--- src/rtl/ddr3_ctrl_pkg.sv ---
// Shared types and constants for the DDR3 Avalon command arbiter.
package ddr3_ctrl_pkg;

    typedef enum logic [1:0] {
        ST_IDLE      = 2'd0,
        ST_WRITE     = 2'd1,
        ST_READ_CMD  = 2'd2,
        ST_READ_DATA = 2'd3
    } arb_state_t;

    localparam int DEF_ADDR_W = 26;
    localparam int DEF_DATA_W = 128;

    localparam logic [2:0] AVL_SIZE_IDLE = 3'd0;
    localparam logic [2:0] AVL_SIZE_WR   = 3'd1;

    // One-hot grant encoding shared by the picker and the arbiter FSM.
    localparam logic [1:0] GNT_NONE = 2'b00;
    localparam logic [1:0] GNT_WR   = 2'b01;
    localparam logic [1:0] GNT_RD   = 2'b10;

endpackage

--- src/rtl/ddr3_rr_pick.sv ---
// Two-way round-robin picker: on a tie, grants the side that was not served last.
module ddr3_rr_pick
    import ddr3_ctrl_pkg::*;
(
    input  logic       i_wr_req,
    input  logic       i_rd_req,
    input  logic       i_last_rd,
    output logic [1:0] o_grant
);

    always_comb begin
        // NOTE: default first so every path assigns o_grant and no latch is inferred.
        o_grant = GNT_NONE;
        if (i_wr_req && i_rd_req) begin
            o_grant = i_last_rd ? GNT_WR : GNT_RD;
        end else if (i_wr_req) begin
            o_grant = GNT_WR;
        end else if (i_rd_req) begin
            o_grant = GNT_RD;
        end
    end

endmodule

--- src/rtl/ddr3_avl_arbiter.sv ---
// Write/read arbiter in front of a DDR3 Avalon controller, one transaction at a time.
// Optional read-data watchdog enabled by defining DDR3_ARB_TIMEOUT_EN.
module ddr3_avl_arbiter
    import ddr3_ctrl_pkg::*;
#(
    parameter int ADDR_W         = DEF_ADDR_W,
    parameter int DATA_W         = DEF_DATA_W,
    parameter int RD_BURST       = 4,
    parameter int TIMEOUT_CYCLES = 1024
) (
    input  logic              ddr3_clk,
    input  logic              reset_n,
    input  logic              wr_req,
    input  logic [ADDR_W-1:0] wr_addr,
    input  logic [DATA_W-1:0] wr_data,
    output logic              wr_done,
    input  logic              rd_req,
    input  logic [ADDR_W-1:0] rd_addr,
    output logic [DATA_W-1:0] rd_data,
    output logic              rd_data_valid,
    output logic              rd_done,
    output logic              rd_err,
    input  logic              ddr3_avl_ready,
    output logic              ddr3_avl_burstbegin,
    output logic              ddr3_avl_write_req,
    output logic              ddr3_avl_read_req,
    output logic [ADDR_W-1:0] ddr3_avl_addr,
    output logic [DATA_W-1:0] ddr3_avl_wr_data,
    output logic [2:0]        ddr3_avl_size,
    input  logic [DATA_W-1:0] ddr3_avl_rdata,
    input  logic              ddr3_avl_rdata_valid
);

    localparam logic [2:0] SIZE_RD   = 3'(RD_BURST);
    localparam logic [2:0] LAST_BEAT = 3'(RD_BURST - 1);

    arb_state_t        r_state;
    logic              r_last_rd;
    logic [2:0]        r_beat;
    logic              r_wr_done;
    logic              r_rd_done;
    logic              r_rd_valid;
    logic [DATA_W-1:0] r_rd_data;
    logic              r_burstbegin;
    logic              r_write_req;
    logic              r_read_req;
    logic [ADDR_W-1:0] r_addr;
    logic [DATA_W-1:0] r_wdata;
    logic [2:0]        r_size;
    logic [1:0]        w_grant;

`ifdef DDR3_ARB_TIMEOUT_EN
    localparam int WDOG_W = $clog2(TIMEOUT_CYCLES);
    logic [WDOG_W-1:0] r_wdog;
    logic              r_rd_err;
    assign rd_err = r_rd_err;
`else
    assign rd_err = 1'b0;
`endif

    ddr3_rr_pick u_rr_pick (
        .i_wr_req  (wr_req),
        .i_rd_req  (rd_req),
        .i_last_rd (r_last_rd),
        .o_grant   (w_grant)
    );

    always_ff @(posedge ddr3_clk or negedge reset_n) begin
        // NOTE: sequential state uses non-blocking assignments only; reset clears every register.
        if (!reset_n) begin
            r_state      <= ST_IDLE;
            r_last_rd    <= 1'b1;
            r_beat       <= '0;
            r_wr_done    <= 1'b0;
            r_rd_done    <= 1'b0;
            r_rd_valid   <= 1'b0;
            r_rd_data    <= '0;
            r_burstbegin <= 1'b0;
            r_write_req  <= 1'b0;
            r_read_req   <= 1'b0;
            r_addr       <= '0;
            r_wdata      <= '0;
            r_size       <= AVL_SIZE_IDLE;
`ifdef DDR3_ARB_TIMEOUT_EN
            r_wdog       <= '0;
            r_rd_err     <= 1'b0;
`endif
        end else begin
            r_wr_done  <= 1'b0;
            r_rd_done  <= 1'b0;
            r_rd_valid <= 1'b0;
            case (r_state)
                // Requests are not granted while a done pulse is visible, so the
                // requester has a cycle to drop its request line.
                ST_IDLE: begin
                    if (!r_wr_done && !r_rd_done) begin
                        if (w_grant == GNT_WR) begin
                            r_state      <= ST_WRITE;
                            r_addr       <= wr_addr;
                            r_wdata      <= wr_data;
                            r_burstbegin <= 1'b1;
                            r_write_req  <= 1'b1;
                            r_size       <= AVL_SIZE_WR;
                            r_last_rd    <= 1'b0;
                        end else if (w_grant == GNT_RD) begin
                            r_state      <= ST_READ_CMD;
                            r_addr       <= rd_addr;
                            r_burstbegin <= 1'b1;
                            r_read_req   <= 1'b1;
                            r_size       <= SIZE_RD;
                            r_last_rd    <= 1'b1;
                        end
                    end
                end
                ST_WRITE: begin
                    if (ddr3_avl_ready) begin
                        r_state      <= ST_IDLE;
                        r_burstbegin <= 1'b0;
                        r_write_req  <= 1'b0;
                        r_size       <= AVL_SIZE_IDLE;
                        r_wr_done    <= 1'b1;
                    end
                end
                ST_READ_CMD: begin
                    if (ddr3_avl_ready) begin
                        r_state      <= ST_READ_DATA;
                        r_burstbegin <= 1'b0;
                        r_read_req   <= 1'b0;
                        r_size       <= AVL_SIZE_IDLE;
                        r_beat       <= '0;
`ifdef DDR3_ARB_TIMEOUT_EN
                        r_wdog       <= '0;
`endif
                    end
                end
                ST_READ_DATA: begin
                    if (ddr3_avl_rdata_valid) begin
                        r_rd_data  <= ddr3_avl_rdata;
                        r_rd_valid <= 1'b1;
`ifdef DDR3_ARB_TIMEOUT_EN
                        r_wdog     <= '0;
`endif
                        if (r_beat == LAST_BEAT) begin
                            r_rd_done <= 1'b1;
                            r_state   <= ST_IDLE;
                        end else begin
                            r_beat <= r_beat + 3'd1;
                        end
                    end
`ifdef DDR3_ARB_TIMEOUT_EN
                    else if (r_wdog == WDOG_W'(TIMEOUT_CYCLES - 1)) begin
                        r_rd_done <= 1'b1;
                        r_rd_err  <= 1'b1;
                        r_state   <= ST_IDLE;
                    end else begin
                        r_wdog <= r_wdog + WDOG_W'(1);
                    end
`endif
                end
                default: r_state <= ST_IDLE;
            endcase
        end
    end

    assign wr_done             = r_wr_done;
    assign rd_done             = r_rd_done;
    assign rd_data_valid       = r_rd_valid;
    assign rd_data             = r_rd_data;
    assign ddr3_avl_burstbegin = r_burstbegin;
    assign ddr3_avl_write_req  = r_write_req;
    assign ddr3_avl_read_req   = r_read_req;
    assign ddr3_avl_addr       = r_addr;
    assign ddr3_avl_wr_data    = r_wdata;
    assign ddr3_avl_size       = r_size;

endmodule

--- config.mk ---
export PLATFORM = sky130hd
export DESIGN_NAME = ddr3_avl_arbiter
export DESIGN_NICKNAME = d
export VERILOG_FILES = /design/src/rtl/ddr3_ctrl_pkg.sv /design/src/rtl/ddr3_rr_pick.sv /design/src/rtl/ddr3_avl_arbiter.sv
export SDC_FILE = /design/constraint.sdc
export NUM_CORES = 1
export LEC_CHECK = 0
export ABC_AREA = 0
export CORE_AREA = 2 2 239 241
export DETAILED_ROUTE_END_ITERATION = 6
export DIE_AREA = 0 0 241 243
export GPL_TIMING_DRIVEN = 1
export SETUP_SLACK_MARGIN = 0.05
export SLEW_MARGIN = 15
export SYNTH_ARGS = -nofsm -noshare
export SYNTH_HDL_FRONTEND = slang
export SYNTH_SLANG_ARGS = --single-unit
export TNS_END_PERCENT = 100
--- constraint.sdc ---
create_clock -name ddr3_clk -period 2.3 [get_ports ddr3_clk]
set_clock_uncertainty 0.15 [all_clocks]
set_input_delay 0.23 -clock ddr3_clk [delete_from_list [all_inputs] [get_ports ddr3_clk]]
set_output_delay 0.23 -clock ddr3_clk [all_outputs]
set_load 0.05 [all_outputs]
==> Word level (Yosys, flattened, before mapping) <==
Cells that the tools add are included.
{ "word_totals": {"word_cells": 91, "register_bits": 297, "input_bits": 314} }
{ "classes": {"eq_ne": 17, "n_mux": 41, "add_sub_neg": 1, "reduce_logical": 19} }
{ "ops": {"columns": ["cell", "n"], "rows": [
  ["two-way mux 26 bit", 2],
  ["two-way mux 2 bit", 11],
  ["two-way mux 3 bit", 6],
  ["!= test 2 bit, second input constant", 9],
  ["two-way mux 1 bit", 16],
  ["case mux 3 bit (2 select lines)", 2],
  ["AND reduction 4 bit", 3],
  ["nonzero test 2 bit", 5],
  ["case mux 2 bit (4 select lines)", 1],
  ["== test 2 bit, second input constant", 3],
  ["case mux 1 bit (2 select lines)", 3],
  ["AND reduction 3 bit", 2],
  ["AND reduction 6 bit", 1],
  ["AND reduction 5 bit", 1],
  ["== test 2 x 1 -> 1 bit, second input constant", 2],
  ["adder 3 x 1 -> 3 bit, second input constant", 1],
  ["== test 3 x 2 -> 1 bit, second input constant", 1],
  ["!= test 3 bit, second input constant", 1],
  ["logical AND 1 bit", 2],
  ["logical NOT 1 bit", 2],
  ["logical NOT 2 bit", 1],
  ["!= test 2 x 1 -> 1 bit, second input constant", 1],
  ["AND reduction 2 bit", 1],
  ["OR reduction 2 bit", 1]
]} }

==> Logic depth before layout (Yosys ltp) <==
Gate-level depths: netlist of the first run.
{ "logic_depth": {"ltp_word": 8, "depth_mapped": 7, "mapped_depth_nobuf": 6} }

==> Hierarchy <==
A second synthesis of the first run with hierarchy kept.
{ "hier_totals": {"cells_unflattened": 734, "area_unflattened_um2": 11643.7} }
{ "modules_own_cells": {"columns": ["module", "area_per_inst_um2", "instances", "seq_area_each_um2", "cells_per_inst"], "rows": [
  ["ddr3_avl_arbiter", 11624.9, 1, 7408.4, 731],
  ["ddr3_rr_pick", 18.8, 1, 0.0, 3]
]} }

==> Worst setup path after synthesis of the first run <==
No wires, ideal clock.
{ "synth_timing": {"kind": "flip-flop to flip-flop", "startpoint": "register r_rd_done, in the netlist rd_done", "endpoint": "register r_wdata[109], in the netlist ddr3_avl_wr_data[109]", "stages_incl_launch_ff": 6, "n_path_buf": 2, "path_slack_ns": 0.412, "setup_ns": 0.128, "synth_period_minus_slack_ns": 1.888, "arrival_time_ns": 1.610, "cell_sequence": "dfrtp_1 > nor2_2 > nand4_1 > buf_2 > buf_2 > mux2_1"} }
{ "synth_between": {"elab_chain_cells": 3} }
{ "synth_rtl": {"columns": ["element", "line", "source"], "rows": [
  ["start: declaration", "ddr3_avl_arbiter.sv:41", "logic r_rd_done;"],
  ["start signal: assignment", "ddr3_avl_arbiter.sv:75", "r_rd_done <= 1'b0;"],
  ["start signal: assignment", "ddr3_avl_arbiter.sv:90", "r_rd_done <= 1'b0;"],
  ["start signal: assignment", "ddr3_avl_arbiter.sv:144", "r_rd_done <= 1'b1;"],
  ["logical NOT 1 bit", "ddr3_avl_arbiter.sv:96", "if (!r_wr_done && !r_rd_done) begin"],
  ["logical AND 1 bit", "ddr3_avl_arbiter.sv:96", null],
  ["AND reduction 3 bit (no source line)", null, null],
  ["end signal: assignment", "ddr3_avl_arbiter.sv:100", "r_wdata <= wr_data;"],
  ["end: declaration", "ddr3_avl_arbiter.sv:48", "logic [DATA_W-1:0] r_wdata;"]
]} }
Every way passes these cells.
A chain may end at the register's enable or synchronous reset.

==> Final worst setup path of the first run <==
{ "layout_timing": {"startpoint": "register r_rd_data[54], in the netlist rd_data[54]", "endpoint": "output rd_data[54]"} }
{ "layout_rtl": {"columns": ["element", "line", "source"], "rows": [
  ["start: declaration", "ddr3_avl_arbiter.sv:43", "logic [DATA_W-1:0] r_rd_data;"],
  ["start signal: assignment", "ddr3_avl_arbiter.sv:138", "r_rd_data <= ddr3_avl_rdata;"],
  ["end: declaration", "ddr3_avl_arbiter.sv:19", "output logic [DATA_W-1:0] rd_data,"]
]} }
No word-level cell between the ends.

==> summary.txt, run 1 <==
Outcome = complete, no violations
Flop-to-flop setup slack = 0.26 ns
Core area = 56000 um^2
Distinct cells, synth = 37
Max Root-Sink Buffers = 3
Tot GR Track Use = 0.121
CTS sink cnt = 296
Reg2reg path depth = 5
Final Hold Violating Endpoints = 0
Post-synth ARST share = 1.00
Setup TNS = 0 ns
CP startpoint = rd_data[54]
Die width = 241 um
Filler cell count = 5393
Crit-path max FO = 2
GP Congestion = 0.771
DP HPWL = 28500 um
Pre-Repair DR Iteration Count = 4
EDFF count, synth = 0
Fin util = 0.356
Syn avg cell area = 16.3 um^2
Via count = 8396
Ant diodes = 0
Seq/Total Area, Yosys = 0.642
Tightest Pin Transition = 0.606 ns
Net Sw Frac = 0.466
Worst-path cell chain = clkdlybuf4s50_1
Largest net degree at the start of global routing = 62
Initial core utilization = 0.206
CP bufs+invs = 1
Die Y = 243 um
Final Critical Period = 2.16 ns
Clk slew on worst S/H paths = 0.05 ns
Worst r2r dst = ddr3_avl_wr_data[42]
Slowest stage delay, CP = 0.85 ns
Cells after Synth = 710
Post-synthesis register bit count = 296
Largest area contributor in the netlist = dfrtp_1
CTS buffer count = 35
Number of global-route vias before repair = 9285
Nets = 1676
Worst setup SP type = register
Mapped cell area = 11500 um^2
Commonest cells after routing, fill and taps aside = 599 x clkdlybuf4s50_1, 295 x dfrtp_1, 191 x mux2_2
Top_reg_cell synth = dfrtp_1
Setup-failing EPs final = 0
Final slew viol count = 0
Layout cells sized above 1 = 0.211
Crit end category = primary output
Yosys warns = 0
Tcrit/Tclk final = 0.940
Commonest non-fill, non-tap cell in the layout = clkdlybuf4s50_1
First-pass GRT wire length = 54700 um
Unrepaired setup endpoints after global routing = no
R2r startpoint = r_last_rd
VDD IR max = 1.19 mV
Drt initial violations = 150
Root buf cell = clkbuf_16
Std-Cell Rows = 87
Slowest cell on the critical path = clkdlybuf4s50_1
Fmax = 463 MHz
Avg Vias per Cell = 3.94
Antenna violations before repair = 2
Worst path top cell family by delay = buffers and inverters
Input/output buffers = 603
DRT Wirelength = 37000 um
Clock power share = 0.153
Fraction of power consumed by sequential logic = 0.269
Rel. slew slack = 0.594
Ports = 606
Grt ovf = 0
# H-tree levels = 2
Crit Path Class = register to primary output
Layout overhead on the synthesized area = 72.5%
DIE AREA = 58600 um^2
Combinational share of power = 0.579
Critical Path RT = 1.92 ns
Drt wl/cell = 17.3 um
Sw power = 16.2 mW
PwrDens = 1740 nW/um^2
DRC errors left = 0
Arrival time worst endpoint = 1.78 ns
Max_cap viols = 0
Synth top area share = 0.639
Clock Latency Late Sink = 0.53 ns
Synth top area cells = dfrtp_1 64%, mux2_2 19%, mux2_1 11%, buf_2 1.1%, ha_1 0.65%
CTS tree = done
P_leak = 8.15 nW
Routed Antenna Nets = 0
Cell Int Power = 18.5 mW
Hold Path Class = input pin to async pin
[state kept, by name, indices dropped and copies added (netlist names), 2 cells and up]
register and cells:
ddr3_avl_wr_data 128, r_beat 3, ddr3_avl_addr 26, ddr3_avl_size 2
r_state 2, rd_data 128
[cell families (layout without fill, tap and decap cells)]
family                     count (synthesis)  in the layout  share of synthesized area
and+or+nand+nor                           27             27                     0.0124
AOI/OAI and AO/OA                         22             22                     0.0146
other                                      1              2                   0.000325
DFF                                      296            296                      0.642
buffers and inverters                     47            712                     0.0214
muxes                                    311            311                      0.303
adders and majority gates                  6              6                    0.00650
[worst max-delay path by stage]
stage | end | slack (ns) | cells after the start
after global placement | ddr3_avl_wr_data[52] | 0.11 | 6
after CTS | rd_data[54] | 0.07 | 1
final | rd_data[54] | 0.14 | 1
after detailed placement | ddr3_avl_wr_data[111] | 0.09 | 6
after global routing | rd_data[54] | 0.07 | 1
after floorplan | ddr3_avl_wr_data[109] | 0.41 | 5
[timing repair]
item	in CTS	in global routing
hold buffers	1	0
buffers inserted	0	0
resized for setup	1	0
endpoints found under the setup margin	1	0
hold endpoints to repair	174	0
[cells in the mapped netlist, types with 3 or more instances]
cell type  count
inv_1         10
ha_1           6
buf_2         26
o21ai_0        3
mux2i_1        3
buf_4          6
nor2_1         5
mux2_1       117
nand2_1        5
o211ai_1       3
dfrtp_1      295
nand3_1        4
clkbuf_1       3
nand2b_1       3
mux2_2       191
a221oi_1       3
[per-stage QoR]
stage | area (um^2) | total power [mW] | std cells | setup slack, ns | hold slack (ns)
global placement | 18800 | 29.4 | 2074 | 0.112 | 0.0861
CTS | 19900 | 35.2 | 2132 | 0.0669 | 0.0955
finish | 19900 | 34.7 | 2132 | 0.138 | 0.122
floorplan | 11500 | 22.0 | 711 | 0.412 | -0.216
detailed placement | 18800 | 29.7 | 2074 | 0.0935 | 0.0930
global route | 19900 | 36.2 | 2132 | 0.0723 | 0.112
[power by group through the flow]
stage,combinational [mW],clock (mW),sequential [mW]
after floorplan,3.69,0,18.3
after global placement,20.1,0,9.32
after detailed placement,20.3,0,9.43
after CTS,20.3,5.53,9.37
after global routing,20.9,5.74,9.66
final,20.1,5.30,9.32
[cell type report]
class,count,area (um^2),area share
Clock buffer,50,1010,0.0508
Clock inverter,7,66.3,0.00333
Inverter,10,40.0,0.00201
Multi-Input combinational cell,368,3890,0.195
Sequential cell,296,7410,0.372
Tap cell,756,946,0.0475
Timing Repair Buffer,645,6550,0.329
[metal layers]
| metal | global-route usage | wire length (um) | vias to the layer above |
|---|---|---|---|
| li1 | - | - | 3802 |
| met1 | 0.128 | 13400 | 4163 |
| met2 | 0.220 | 19000 | 367 |
| met3 | 0.0444 | 3600 | 60 |
| met4 | 0.0418 | 993 | 4 |
| met5 | 0 | 27 | - |
Note: power is estimated with default switching activity, not from simulation.
==> run 2, diff against run 1 <==
- GPL_TIMING_DRIVEN: 1 -> 0
==> summary.txt, run 2 (synthesized netlist as in run 1, its figures left out) <==
Outcome = complete, no violations
Layout overhead on the synthesized area = 72.1%
Ports = 606 (unchanged)
Largest net degree at the start of global routing = 98 (+58%)
Drt wl/cell = 17.3 um (-0.37%)
Via count = 8335 (-0.73%)
Rel. slew slack = 0.572 (-0.0220)
CTS sink cnt = 296 (unchanged)
Layout cells sized above 1 = 0.210 (-0.00149)
GP Congestion = 0.800 (+3.7%)
Hold Path Class = input pin to register
CTS tree = done
DP HPWL = 28800 um (+0.94%)
Placement Setup Slack = -0.252 ns (-0.346 ns)
Slowest cell on the critical path = clkdlybuf4s50_1
CP bufs+invs = 1 (unchanged)
Grt ovf = 0 (unchanged)
Antenna violations before repair = 1 (-1)
Final slew viol count = 0 (unchanged)
Arrival time worst endpoint = 1.77 ns (about the same)
Setup-failing EPs final = 0 (unchanged)
Input/output buffers = 602 (-0.17%)
Crit Path Class = register to primary output
Crit end category = primary output
Tot GR Track Use = 0.121 (-0.000817)
Ant diodes = 0 (unchanged)
Die Y = 243 um (unchanged)
Clk slew on worst S/H paths = 0.06 ns (about the same)
Root buf cell = clkbuf_16
Number of global-route vias before repair = 9017 (-2.9%)
Core area = 56000 um^2 (unchanged)
Nets = 1678 (+0.12%)
Worst path top cell family by delay = buffers and inverters
Fmax = 465 MHz (+0.50%)
CTS buffer count = 37 (+5.7%)
Filler cell count = 5499 (+2.0%)
Die width = 241 um (unchanged)
Commonest cells after routing, fill and taps aside = 598 x clkdlybuf4s50_1, 295 x dfrtp_1, 191 x mux2_2
Max_cap viols = 0 (unchanged)
Std-Cell Rows = 87 (unchanged)
Max Root-Sink Buffers = 3 (unchanged)
First-pass GRT wire length = 53800 um (-1.7%)
# H-tree levels = 2 (unchanged)
Commonest non-fill, non-tap cell in the layout = clkdlybuf4s50_1
Drt initial violations = 164 (+9.3%)
DIE AREA = 58600 um^2 (unchanged)
Clock Latency Late Sink = 0.53 ns (about the same)
Routed Antenna Nets = 0 (unchanged)
Tightest Pin Transition = 0.639 ns (+0.0330 ns)
Crit-path max FO = 2 (unchanged)
Worst setup SP type = register
WHS = 0.0640 ns (-0.0583 ns)
Unrepaired setup endpoints after global routing = no
P_leak = 8.13 nW (-0.22%)
DRT Wirelength = 36900 um (-0.14%)
Worst-path cell chain = clkdlybuf4s50_1
Avg Vias per Cell = 3.90 (-0.96%)
Minimum setup slack in the final design = 0.149 ns (+0.0108 ns)
Critical Path RT = 1.92 ns (about the same)
Fin util = 0.355 (-0.00101)
Pre-Repair DR Iteration Count = 4 (unchanged)
VDD IR max = 1.05 mV (-12%)
Slowest stage delay, CP = 0.90 ns (+0.05 ns)
DRC errors left = 0 (unchanged)
Final Hold Violating Endpoints = 0 (unchanged)
Initial core utilization = 0.206 (unchanged)
Flop-to-flop setup slack = 0.24 ns (-0.02 ns)
Tcrit/Tclk final = 0.935 (-0.00468)
Final Critical Period = 2.15 ns (-0.0108 ns)
PwrDens = 1750 nW/um^2 (+0.63%)
run 2: cell count changes in the layout (fill, tap and decap cells not counted), sizes merged:
cell,delta
inv,+1
clkdlybuf4s50,-1
dlygate4sd2,+2
bufinv,+1
buf,-14
clkinv,-1
clkbuf,+17
run 2: through the flow:
stage          cell area [um^2]  TNS [ns]  total power [mW]  instances
2_1_floorplan             11500         0              22.0        711
3_3_place_gp              18500  -3656.71              29.2       2069
3_5_place_dp              18600    -23.03              29.4       2072
4_1_cts                   19800         0              35.3       2136
5_1_grt                   19900         0              36.4       2137
6_report                  19900         0              34.8       2137
run 2: worst paths after layout:
path                                      start                    to  cells past startpoint
min reg2reg                ddr3_avl_wr_data[70]  ddr3_avl_wr_data[70]                      1
min in group asynchronous               reset_n  ddr3_avl_wr_data[92]                      3
min                              ddr3_avl_ready               wr_done                      2
max reg2reg                          r_state[0]  ddr3_avl_wr_data[33]                      6
max in group asynchronous               reset_n           rd_data[85]                      4
max                        ddr3_avl_wr_data[96]  ddr3_avl_wr_data[96]                      1
run 2: layout make-up:
type                            instances  area, um^2  share of cell area
Clock buffer                           54        1070              0.0539
Sequential cell                       296        7410               0.373
Tap cell                              756         946              0.0476
Clock inverter                          8         100             0.00504
Multi-Input combinational cell        368        3890               0.196
Buffer                                 37         260              0.0131
Inverter                               10        37.5             0.00189
Timing Repair Buffer                  608        6150               0.310
run 2: routing by layer:
metal | global-route usage | vias up | part of all wire
li1 | - | 3809 | -
met1 | 0.123 | 4102 | 0.36
met2 | 0.225 | 356 | 0.52
met3 | 0.0428 | 66 | 0.093
met4 | 0.0399 | 2 | 0.026
met5 | 0 | - | 0.00035
run 2: power breakdown:
| part | switching, mW | internal [mW] | total, mW | leakage (nW) |
|---|---|---|---|---|
| registers | 1.35 | 7.89 | 9.24 | 3.51 |
| logic | 12.6 | 7.35 | 20.0 | 4.05 |
| clock network | 2.18 | 3.43 | 5.61 | 0.573 |
run 2: repair_timing:
item | 4_1_cts | 5_1_grt
buffers inserted | 0 | 1
hold buffers | 2 | 0
endpoints found under the hold margin | 201 | 0
resized for setup | 13 | 11
endpoints found under the setup margin | 170 | 172
==> run 3, diff against run 2 <==
- CELL_PAD_IN_SITES_DETAIL_PLACEMENT: unset -> 1
- CELL_PAD_IN_SITES_GLOBAL_PLACEMENT: unset -> 1
- CORE_AREA: 2 2 239 241 -> 2 2 234 236
- DIE_AREA: 0 0 241 243 -> 0 0 236 238
- HOLD_SLACK_MARGIN: unset -> 0.15
- PLACE_DENSITY_LB_ADDON: unset -> 0.1
==> summary.txt, run 3 (synthesized netlist as in run 1, its figures left out) <==
Layout overhead on the synthesized area = 92.9%
Unrepaired setup endpoints after global routing = no
Avg Vias per Cell = 4.04 (+3.6%)
Largest net degree at the start of global routing = 89 (-9.2%)
Tot GR Track Use = 0.166 (+0.0453)
CP bufs+invs = 1 (unchanged)
Input/output buffers = 602 (unchanged)
Number of global-route vias before repair = 10900 (+21%)
Setup-failing EPs final = 0 (unchanged)
Arrival time worst endpoint = 1.80 ns (+0.03 ns)
Slowest stage delay, CP = 0.91 ns (about the same)
CTS tree = done
Combinational share of power = 0.579 (+0.006)
Layout cells sized above 1 = 0.178 (-0.0318)
Fmax = 460 MHz (-1.1%)
Nets = 1921 (+14%)
Tightest Pin Transition = 0.669 ns (+0.0293 ns)
Sw power = 16.8 mW (+3.9%)
Final slew viol count = 0 (unchanged)
DIE AREA = 56200 um^2 (-4.1%)
Die width = 236 um (-2.1%)
DRC errors left = 0 (unchanged)
Rel. slew slack = 0.556 (-0.0164)
Final Hold Violating Endpoints = 0 (unchanged)
Root buf cell = clkbuf_16
Met1 Routed Length = 17600 um (+31%)
Clock Latency Late Sink = 0.53 ns (about the same)
Worst path top cell family by delay = buffers and inverters
Minimum setup slack in the final design = 0.124 ns (-0.0248 ns)
Max_cap viols = 0 (unchanged)
Ports = 606 (unchanged)
Total design power = 35.8 mW (+2.9%)
Routed Antenna Nets = 0 (unchanged)
Max Root-Sink Buffers = 3 (unchanged)
PwrDens = 1610 nW/um^2 (-8.2%)
Worst setup SP type = register
Design area = 22300 um^2 (+12%)
Setup TNS = 0 ns (unchanged)
Grt ovf = 0 (unchanged)
Pre-Repair DR Iteration Count = 4 (unchanged)
Crit-path max FO = 2 (unchanged)
Die Y = 238 um (-2.1%)
Clock power share = 0.164 (+0.003)
Commonest cells after routing, fill and taps aside = 598 x clkdlybuf4s50_1, 295 x dfrtp_1, 243 x dlygate4sd3_1
Critical Path RT = 1.92 ns (about the same)
DRT Wirelength = 46600 um (+26%)
Worst-path cell chain = clkdlybuf4s50_1
Hold Startpoint = ddr3_avl_rdata[127]
Top Layer Used = met5
Core area = 53500 um^2 (-4.4%)
CTS sink cnt = 296 (unchanged)
Std-Cell Rows = 85 (-2.3%)
Cell Int Power = 19.1 mW (+2.1%)
Commonest non-fill, non-tap cell in the layout = clkdlybuf4s50_1
Fraction of power consumed by sequential logic = 0.257 (-0.008)
DP HPWL = 35300 um (+23%)
GP Congestion = 0.747 (-6.6%)
Metal3 WL = 4110 um (+19%)
Final Critical Period = 2.18 ns (+0.0248 ns)
First-pass GRT wire length = 70300 um (+31%)
Tcrit/Tclk final = 0.946 (+0.0108)
CTS buffer count = 39 (+5.4%)
Via count = 9401 (+13%)
Antenna violations before repair = 6 (+5)
Crit Path Class = register to primary output
Placement Setup Slack = -0.302 ns (-0.0500 ns)
WL met2 = 23800 um (+25%)
Area after DPL = 18500 um^2 (-0.40%)
Hold Path Class = input pin to register
CP startpoint = ddr3_avl_wr_data[83]
R2r startpoint = r_state[0]
P_leak = 9.17 nW (+13%)
Drt initial violations = 210 (+28%)
Flop-to-flop setup slack = 0.23 ns (about the same)
Net Sw Frac = 0.468 (+0.00414)
Outcome = complete, no violations
Slowest cell on the critical path = clkdlybuf4s50_1
Clk slew on worst S/H paths = 0.05 ns (about the same)
Initial core utilization = 0.216 (+0.00947)
Crit end category = primary output
# H-tree levels = 2 (unchanged)
VDD IR max = 0.675 mV (-35%)
Drt wl/cell = 20.0 um (+16%)
-- run 3: timing repair --
item	CTS	global route
setup buffers	1	0
endpoints found under the hold margin	542	0
hold buffers	243	0
endpoints found under the setup margin	200	149
gates resized for setup	7	18
-- run 3: metal layers --
metal	global-route usage	vias to the layer above
met3	0.0644	71
met5	0	-
met1	0.184	4687
met2	0.294	346
met4	0.0492	4
li1	-	4293
-- run 3: final cells by class --
class,count,area (um^2)
buffer,37,263
fill,5513,31200
sequential,296,7410
clock inverter,3,17.5
inverter,10,37.5
tap,696,871
timing repair buffer,849,8550
antenna,4,10.0
multi-input combinational,368,3890
clock buffer,64,1210
-- run 3: final timing paths --
check / endpoint / depth (start not counted)
max: ddr3_avl_wr_data[83] / 1
min: rd_data[127] / 2
max reg2reg: ddr3_avl_wr_data[86] / 6
min reg2reg: ddr3_avl_wr_data[30] / 1
max in group asynchronous: rd_data[85] / 4
min in group asynchronous: ddr3_avl_wr_data[12] / 3
-- run 3: stage by stage --
stage	instances	hold slack, ns	utilization
after floorplan	711	-0.216	-
after global placement	2009	0.323	0.345
after detailed placement	2012	0.0761	0.346
after CTS	2323	0.151	0.415
after global routing	2325	0.166	0.416
final	2327	0.188	0.416
-- run 3: power groups by stage --
stage	combinational [mW]	clock, mW	sequential, mW
after global placement	20.4	0	9.22
after floorplan	3.69	0	18.3
final	20.7	5.87	9.23
after global routing	21.6	6.32	9.62
after detailed placement	20.5	0	9.31
after CTS	21.0	6.14	9.26
